[config.mk]
export PLATFORM = sky130hd
export DESIGN_NAME = logic_gate_unit_flat
export DESIGN_NICKNAME = d
export VERILOG_FILES = /design/src/rtl/logic_gate_pkg.sv /design/src/rtl/logic_gate_if.sv /design/src/rtl/logic_gate_core.sv /design/src/rtl/logic_gate_unit.sv /design/src/flat_wrapper.sv
export SDC_FILE = /design/constraint.sdc
export NUM_CORES = 1
export LEC_CHECK = 0
export BUFFER_PORTS_ARGS = -buffer_cell sky130_fd_sc_hd__buf_2
export CORE_MARGIN = 2
export CORE_UTILIZATION = 27
export DETAILED_ROUTE_END_ITERATION = 6
export PLACE_DENSITY = 0.49
export REMOVE_ABC_BUFFERS = 1
export SLEW_MARGIN = 20
export SYNTH_ARGS = -nofsm -noshare
export SYNTH_HDL_FRONTEND = slang
export SYNTH_HIERARCHICAL = 1
export SYNTH_SLANG_ARGS = --single-unit
[constraint.sdc]
create_clock -name clk -period 3.19 [get_ports clk]
set_input_delay 0.4785 -clock clk [delete_from_list [all_inputs] [get_ports clk]]
set_output_delay 0.4785 -clock clk [all_outputs]
set_load 0.02 [all_outputs]
[src/rtl/logic_gate_pkg.sv]
// Shared types for the logic gate unit: operation select encoding.
// No logic; pure declarations.
// Imported by the interface, core and top.
package logic_gate_pkg;

  localparam int OP_W = 3;

  typedef enum logic [OP_W-1:0] {
    OP_AND  = 3'd0,
    OP_OR   = 3'd1,
    OP_NOT  = 3'd2,
    OP_NAND = 3'd3,
    OP_NOR  = 3'd4,
    OP_XOR  = 3'd5,
    OP_XNOR = 3'd6,
    OP_PASS = 3'd7
  } op_t;

endpackage

[src/rtl/logic_gate_if.sv]
// Bus bundle for the logic gate unit: input handshake, operands, output handshake, status.
// No logic; master drives operands/handshake, slave returns result and status.
// Backpressure carried by in_ready/out_ready.
interface logic_gate_if #(
  parameter int WIDTH = 8,
  parameter int CNT_W = 16
);
  import logic_gate_pkg::*;

  logic                in_valid;
  logic                in_ready;
  logic [OP_W-1:0]     op;
  logic                acc_en;
  logic                acc_clear;
  logic [WIDTH-1:0]    a;
  logic [WIDTH-1:0]    b;
  logic                out_valid;
  logic                out_ready;
  logic [WIDTH-1:0]    result;
  logic                zero;
  logic                parity;
  logic [WIDTH-1:0]    acc;
  logic [CNT_W-1:0]    count;

  modport master (
    output in_valid, op, acc_en, acc_clear, a, b, out_ready,
    input  in_ready, out_valid, result, zero, parity, acc, count
  );

  modport slave (
    input  in_valid, op, acc_en, acc_clear, a, b, out_ready,
    output in_ready, out_valid, result, zero, parity, acc, count
  );

endinterface

[src/rtl/logic_gate_core.sv]
// Combinational bitwise operator: value = op(a, b) plus zero and parity of the value.
// Latency 0 (purely combinational).
// No flow control; the caller decides when the value is captured.
module logic_gate_core
  import logic_gate_pkg::*;
#(
  parameter int WIDTH = 8
) (
  input  logic [WIDTH-1:0] a,
  input  logic [WIDTH-1:0] b,
  input  op_t              op,
  output logic [WIDTH-1:0] value,
  output logic             zero,
  output logic             parity
);

  // Select the bitwise operation; every op works lane-by-lane with no carries.
  always_comb begin
    value = a;
    case (op)
      OP_AND:  value = a & b;
      OP_OR:   value = a | b;
      OP_NOT:  value = ~a;
      OP_NAND: value = ~(a & b);
      OP_NOR:  value = ~(a | b);
      OP_XOR:  value = a ^ b;
      OP_XNOR: value = ~(a ^ b);
      OP_PASS: value = a;
      default: value = a;
    endcase
  end

  assign zero   = (value == '0);
  assign parity = ^value;

endmodule

[src/rtl/logic_gate_unit.sv]
// Registered bitwise operator with optional accumulate chaining, status flags and accept counter.
// Latency 1 cycle from accept to out_valid; sustains one transaction per cycle.
// One-deep output register: in_ready drops only while a result is held and out_ready is low.
module logic_gate_unit
  import logic_gate_pkg::*;
#(
  parameter int               WIDTH    = 8,
  parameter int               CNT_W    = 16,
  parameter logic [WIDTH-1:0] ACC_INIT = '0
) (
  input  logic        clk,
  input  logic        reset,
  logic_gate_if.slave bus
);

  logic             out_valid_q, out_valid_d;
  logic [WIDTH-1:0] result_q,    result_d;
  logic             zero_q,      zero_d;
  logic             parity_q,    parity_d;
  logic [WIDTH-1:0] acc_q,       acc_d;
  logic [CNT_W-1:0] count_q,     count_d;

  logic             in_ready;
  logic             accept;
  logic [WIDTH-1:0] operand_b;
  logic [WIDTH-1:0] core_value;
  logic             core_zero;
  logic             core_parity;

  // The slot is free when empty or when its current result leaves this cycle.
  assign in_ready  = ~out_valid_q | bus.out_ready;
  assign accept    = bus.in_valid & in_ready;
  assign operand_b = bus.acc_en ? acc_q : bus.b;

  logic_gate_core #(
    .WIDTH (WIDTH)
  ) u_core (
    .a      (bus.a),
    .b      (operand_b),
    .op     (op_t'(bus.op)),
    .value  (core_value),
    .zero   (core_zero),
    .parity (core_parity)
  );

  // Next-state: load on accept, drain on consume, accumulator and counter updates.
  always_comb begin
    out_valid_d = out_valid_q;
    result_d    = result_q;
    zero_d      = zero_q;
    parity_d    = parity_q;
    acc_d       = acc_q;
    count_d     = count_q;

    if (accept) begin
      out_valid_d = 1'b1;
      result_d    = core_value;
      zero_d      = core_zero;
      parity_d    = core_parity;
      count_d     = count_q + CNT_W'(1);
      if (bus.acc_en) begin
        acc_d = core_value;
      end
    end else if (out_valid_q && bus.out_ready) begin
      // Consumed with nothing new: flags and result keep their stale values.
      out_valid_d = 1'b0;
    end

    // Clear wins over an accumulate load; the result above already used the old acc.
    if (bus.acc_clear) begin
      acc_d = ACC_INIT;
    end
  end

  // State registers with synchronous reset that discards any pending result.
  always_ff @(posedge clk) begin
    if (reset) begin
      out_valid_q <= 1'b0;
      result_q    <= '0;
      zero_q      <= 1'b0;
      parity_q    <= 1'b0;
      acc_q       <= ACC_INIT;
      count_q     <= '0;
    end else begin
      out_valid_q <= out_valid_d;
      result_q    <= result_d;
      zero_q      <= zero_d;
      parity_q    <= parity_d;
      acc_q       <= acc_d;
      count_q     <= count_d;
    end
  end

  assign bus.in_ready  = in_ready;
  assign bus.out_valid = out_valid_q;
  assign bus.result    = result_q;
  assign bus.zero      = zero_q;
  assign bus.parity    = parity_q;
  assign bus.acc       = acc_q;
  assign bus.count     = count_q;

endmodule

[src/flat_wrapper.sv]
// flat-port wrapper written by rule: the top's interface ports become plain ports
module logic_gate_unit_flat import logic_gate_pkg::*;
#(
  parameter int               WIDTH    = 8,
  parameter int               CNT_W    = 16,
  parameter logic [WIDTH-1:0] ACC_INIT = '0
)
  (clk, reset, bus_in_valid, bus_op, bus_acc_en, bus_acc_clear, bus_a, bus_b, bus_out_ready, bus_in_ready, bus_out_valid, bus_result, bus_zero, bus_parity, bus_acc, bus_count);
  logic_gate_if #(.WIDTH(WIDTH), .CNT_W(CNT_W)) bus_i ();
  input  logic clk;
  input  logic reset;
  input wire logic [$bits(bus_i.in_valid)-1:0] bus_in_valid;
  input wire logic [$bits(bus_i.op)-1:0] bus_op;
  input wire logic [$bits(bus_i.acc_en)-1:0] bus_acc_en;
  input wire logic [$bits(bus_i.acc_clear)-1:0] bus_acc_clear;
  input wire logic [$bits(bus_i.a)-1:0] bus_a;
  input wire logic [$bits(bus_i.b)-1:0] bus_b;
  input wire logic [$bits(bus_i.out_ready)-1:0] bus_out_ready;
  output wire logic [$bits(bus_i.in_ready)-1:0] bus_in_ready;
  output wire logic [$bits(bus_i.out_valid)-1:0] bus_out_valid;
  output wire logic [$bits(bus_i.result)-1:0] bus_result;
  output wire logic [$bits(bus_i.zero)-1:0] bus_zero;
  output wire logic [$bits(bus_i.parity)-1:0] bus_parity;
  output wire logic [$bits(bus_i.acc)-1:0] bus_acc;
  output wire logic [$bits(bus_i.count)-1:0] bus_count;
  assign bus_i.in_valid = bus_in_valid;
  assign bus_i.op = bus_op;
  assign bus_i.acc_en = bus_acc_en;
  assign bus_i.acc_clear = bus_acc_clear;
  assign bus_i.a = bus_a;
  assign bus_i.b = bus_b;
  assign bus_i.out_ready = bus_out_ready;
  assign bus_in_ready = bus_i.in_ready;
  assign bus_out_valid = bus_i.out_valid;
  assign bus_result = bus_i.result;
  assign bus_zero = bus_i.zero;
  assign bus_parity = bus_i.parity;
  assign bus_acc = bus_i.acc;
  assign bus_count = bus_i.count;
  logic_gate_unit #(.WIDTH(WIDTH), .CNT_W(CNT_W), .ACC_INIT(ACC_INIT)) u_core (.clk(clk), .reset(reset), .bus(bus_i));
endmodule
-- Word-level counts from Yosys, hierarchy flattened
Cells that the tools add are included.
- bitwise operators: 10
- add/sub/neg operators: 1
- eq/ne operators: 7
- muxes and demuxes: 4
- reductions and logical operators: 7
- operators by type and width (kind ; count):
    one-hot mux 8 bit (8 select lines) ; 1
    inverter 8 bit ; 4
    adder 16 x 1 -> 16 bit, second input constant ; 1
    equality test 3 bit, second input constant ; 4
    AND 8 bit ; 1
    logical NOT 8 bit ; 1
    2-to-1 mux 8 bit ; 1
    bitwise OR 8 bit ; 1
    parity 8 bit ; 1
    bitwise XOR 8 bit ; 1
    equality test 3 x 2 -> 1 bit, second input constant ; 2
    equality test 3 x 1 -> 1 bit, second input constant ; 1
    logical NOT 3 bit ; 1
    2-to-1 mux 1 bit ; 2
    AND reduction 2 bit ; 1
    nonzero test 2 bit ; 1
    OR reduction 2 bit ; 1
    AND 1 bit ; 1
    logical AND 1 bit ; 1
    inverter 1 bit ; 1
    bitwise OR 1 bit ; 1
- output and inout port bits: 36
- word-level logic and storage cells: 35
- input port bits: 25
- bits in registers: 35

-- Logic depth before layout (Yosys ltp)
- depth in word-level cells: 5
- gate-level depth with buffers: 14
- gate-level depth less buffers: 12

-- By module
The synthesis kept the hierarchy.
- modules (own cells, without submodules) (module ; times used ; sequential area each (sq um) ; cells an instance ; area an instance (sq um)):
    logic_gate_unit ; 1 ; 700.7 ; 180 ; 1530.2
    logic_gate_core ; 1 ; 0.0 ; 147 ; 1054.8

-- Worst setup path before layout
No wires, ideal clock.
- path type: input to register
- from: input port bus_acc_en
- to: register u_core.parity_q, in the netlist u_core/bus.parity
- data required time: 3.120 ns
- stages on the path: 13
- setup time: 0.070 ns
- setup slack: 0.165 ns
- arrival: 2.954 ns
- buffers on the path: 2
- cells stage by stage: clkbuf_1 -> buf_1 -> mux2_2 -> inv_1 -> ha_1 -> a211oi_1 -> a211oi_2 -> o221ai_1 -> ha_1 -> xnor2_1 -> xnor2_1 -> nand2_1 -> a21oi_1
- longest elaborated chain between the ends: 5
- elaborated cells between the ends (all ways): 9
- those cells by class: mux (2); bitwise (6); reduce/logical (1)
- RTL lines (item ; line ; source):
    start, declared ; flat_wrapper.sv:14 ; input wire logic [$bits(bus_i.acc_en)-1:0] bus_acc_en;
    2-to-1 mux 8 bit (*) ; logic_gate_unit.sv:33 ; assign operand_b = bus.acc_en ? acc_q : bus.b;
    net u_core.operand_b[6] ; logic_gate_unit.sv:25 ; logic [WIDTH-1:0] operand_b;
    bitwise XOR 8 bit, or another cell as far along ; logic_gate_core.sv:26, logic_gate_core.sv:27 ;
    inverter 8 bit, on equally long branches ; logic_gate_core.sv:27, logic_gate_core.sv:24, logic_gate_core.sv:25 ;
    one-hot mux 8 bit (8 select lines) (*) ; logic_gate_core.sv:20 ; case (op)
    parity 8 bit (*) ; logic_gate_core.sv:34 ; assign parity = ^value;
    net u_core.core_parity ; logic_gate_unit.sv:28 ; logic core_parity;
    end signal, assigned ; logic_gate_unit.sv:88 ; parity_q <= parity_d;
    end, declared ; logic_gate_unit.sv:19 ; logic parity_q, parity_d;
Mark *: on every way through the listed nets, which the timed path passes. The rest lies on a longest branch.
A chain may end at the register's enable or synchronous reset.

-- Worst setup path after layout
Same ends and word-level chain as after synthesis.

==> out/summary.md <==
- Worst Setup Path Type: in -> reg
- share of total power in the clock network: 0.293
- crit path launch type: input port
- clock slew seen by the registers of the worst setup and hold paths: 0.07 ns
- core outline area: 9280 sq um
- clock skew: 0.0109 ns
- Die Y: 102 um
- # H-tree levels: 2
- placer's final routability congestion estimate: 0.799
- Vias/cell: 4.91
- outcome: finished clean
- aggregate global routing overflow: 0
- fraction of power spent switching nets: 0.319
- post-synthesis to final-layout area growth: 17.4%
- power per cell area: 364 nW/um^2
- most frequent cells in the layout: sky130_fd_sc_hd__buf_2 (60), sky130_fd_sc_hd__nand2_1 (50), sky130_fd_sc_hd__a21oi_1 (43)
- total power: 1.11 mW
- count of yosys warnings during synthesis: 6
- Worst Max-Slew Pin Slew: 0.732 ns
- Max Transition Viols Final: 0
- post-CTS setup buffer count: 0
- antenna violations before repair: 0
- Critical Path Sink Type: flip-flop
- clock buffers created by TritonCTS: 5
- fraction of layout cells with a size suffix above 1: 0.248
- first-pass detailed-route iteration total: 4
- achievable frequency: 382 MHz
- global router's overall resource usage: 0.139
- post-detailed-route DRC marker count: 0
- Placement Setup Slack: 0.272 ns
- switching component of the power: 0.352 mW
- wire length after detailed routing: 7030 um
- Worst Hold Slack: 0.453 ns
- minimum clock period after layout: 2.62 ns
- Hold Violations, Final: 0
- worst skew pair latency: 0.28 ns
- largest cells by area after synthesis: sky130_fd_sc_hd__dfxtp_1 (27%), sky130_fd_sc_hd__ha_1 (10%), sky130_fd_sc_hd__a21oi_1 (8.3%)
- PortBufs: 60
- Hold-fix buffers, CTS: 0
- post-layout net count: 421
- Setup WS post-layout: 0.575 ns
- post-route cell area: 3040 sq um
- clock tree buffer depth: 2
- WL per Instance: 13.9 um
- sequential element share of the synthesized area: 0.271
- post-synth design cell area: 2580 sq um
- required time of the critical path: 3.40 ns
- setup repair after global routing missed its margin: false
- library cell occupying the most area in the post-synthesis netlist: sky130_fd_sc_hd__dfxtp_1
- number of I/O pins: 61
- static leakage: 1.33 nW
- maximum number of pins on one net before global-route repair: 30
- number of different library cells in the post-synthesis netlist: 51
- die width: 102 um
- wire length of the first global-routing pass: 11600 um
- commonest non-fill, non-tap cell in the layout: sky130_fd_sc_hd__buf_2
- Max-slew headroom: 0.512
- CTS resizes: 0
- share of total power in sequential cells: 0.423
- antenna diode count: 0
- part of the total power dissipated in combinational logic: 0.284
- Setup Total Neg Slack: 0 ns
- count of state elements after synthesis: 35
- internal power: 0.754 mW
- total via count after detailed routing: 2474
- Final ANT Viol Nets: 0
- library cell used as clock root buffer: sky130_fd_sc_hd__clkbuf_8
- cell area after placement: 2950 sq um
- Post-Synthesis Mean Instance Area: 7.91 sq um
- total half-perimeter wirelength after legalization and detailed placement: 5370 um
- via count of the first global-routing pass: 2369
- Total Die Area: 10400 sq um
- worst vdd ir: 0.000167 V
- number of DRC markers after the initial detailed-route iteration: 87
- TritonCTS clock tree: built
- hold crit path type: reg -> reg
- row cnt: 35
- number of maximum-capacitance violations: 0
- Arr. time, crit path: 2.82 ns
- fraction of the cycle the final worst path needs: 0.820
- top fanout value on the critical path: 10
- starting density of the core: 0.278
- Setup Viol. Count Final: 0
- post-synth top area share: 0.271
- number of sinks handled by clock tree synthesis: 35
- instance count of the mapped netlist: 327
power by group through the flow:
| stage | combinational, mW | clock (mW) | sequential (mW) |
|---|---|---|---|
| floorplan | 0.187 | 0 | 0.497 |
| global placement | 0.311 | 0 | 0.479 |
| detailed placement | 0.316 | 0 | 0.478 |
| CTS | 0.317 | 0.337 | 0.469 |
| global route | 0.354 | 0.354 | 0.470 |
| finish | 0.314 | 0.324 | 0.468 |
logic make-up (layout without fill, tap and decap cells):
| family | count (synthesis) | count (layout) | synth area share |
|---|---|---|---|
| xor+xnor | 9 | 9 | 0.0305 |
| buf+inv | 47 | 95 | 0.0818 |
| fa+ha+maj | 21 | 21 | 0.102 |
| flops | 35 | 35 | 0.271 |
| compound gates | 92 | 92 | 0.225 |
| mux | 16 | 16 | 0.0857 |
| simple gates | 107 | 107 | 0.205 |
per-layer routing:
layer	global-route usage	wire, um	part of all wire
met1	0.186	3410	0.48
met2	0.228	3200	0.46
met3	0.0308	303	0.043
met4	0.0349	118	0.017
met5	0	0	0
final timing paths:
check,slack [ns],startpoint,endpoint,cells after the start
max,0.57,bus_acc_en,u_core/bus.parity,14
min reg2reg,0.45,u_core/bus.result[3],u_core/bus.result[3],2
max reg2reg,0.79,u_core/bus.acc[6],u_core/bus.parity,11
min,0.45,u_core/bus.result[3],u_core/bus.result[3],2
metrics by stage:
stage | util | std cells
6_report | 0.327 | 504
5_1_grt | 0.327 | 504
4_1_cts | 0.327 | 504
3_5_place_dp | 0.318 | 497
3_3_place_gp | 0.318 | 497
2_1_floorplan | - | 306
flip-flops by register name, summed over array words and instances, names as in the netlist:
register,flops
u_core/bus.result,8
u_core/bus.acc,8
u_core/bus.zero,1
u_core/bus.parity,1
u_core/bus.count,16
u_core/bus.out_valid,1
cell usage after synthesis, drive strengths merged:
library cell  number
o21a               3
or2                1
nor4               1
nand3             16
a211oi             4
nand2             51
xor2               6
o221ai             4
and2               3
dfxtp             35
o211a              3
o2bb2ai            1
mux4               4
ha                21
nand4              3
o221a              2
nor3               1
mux2               9
clkbuf             7
nand2b             3
or4                6
o31ai              6
and3b              1
xnor2              3
a21oi             43
buf               14
o21ai             15
o311a              1
nor2              11
and4               3
o22ai              2
and3               3
o311ai             1
a21o               1
inv               26
a221o              1
or3                3
o211ai             5
mux2i              3
nor2b              1
worst max-delay path: stages:
cell                       delay, ns
sky130_fd_sc_hd__buf_2          0.21
sky130_fd_sc_hd__buf_4          0.22
sky130_fd_sc_hd__mux2_2         0.36
sky130_fd_sc_hd__inv_1          0.06
sky130_fd_sc_hd__ha_1           0.23
sky130_fd_sc_hd__mux2i_1        0.17
sky130_fd_sc_hd__nand2_1        0.08
sky130_fd_sc_hd__o211ai_1       0.13
sky130_fd_sc_hd__o21a_1         0.15
sky130_fd_sc_hd__ha_1           0.24
sky130_fd_sc_hd__xor2_1         0.16
sky130_fd_sc_hd__xnor2_1        0.15
sky130_fd_sc_hd__nand2_1        0.06
sky130_fd_sc_hd__a21oi_1        0.13
layout make-up:
class / count / area (sq um)
Timing Repair Buffer: 62 / 315
Sequential cell: 35 / 701
Clock inverter: 1 / 5.00
Multi-Input combinational cell: 245 / 1670
Inverter: 26 / 97.6
Tap cell: 129 / 161
Clock buffer: 6 / 82.6
Fill cell: 1054 / 6250
(Power assumes the default switching activity.)
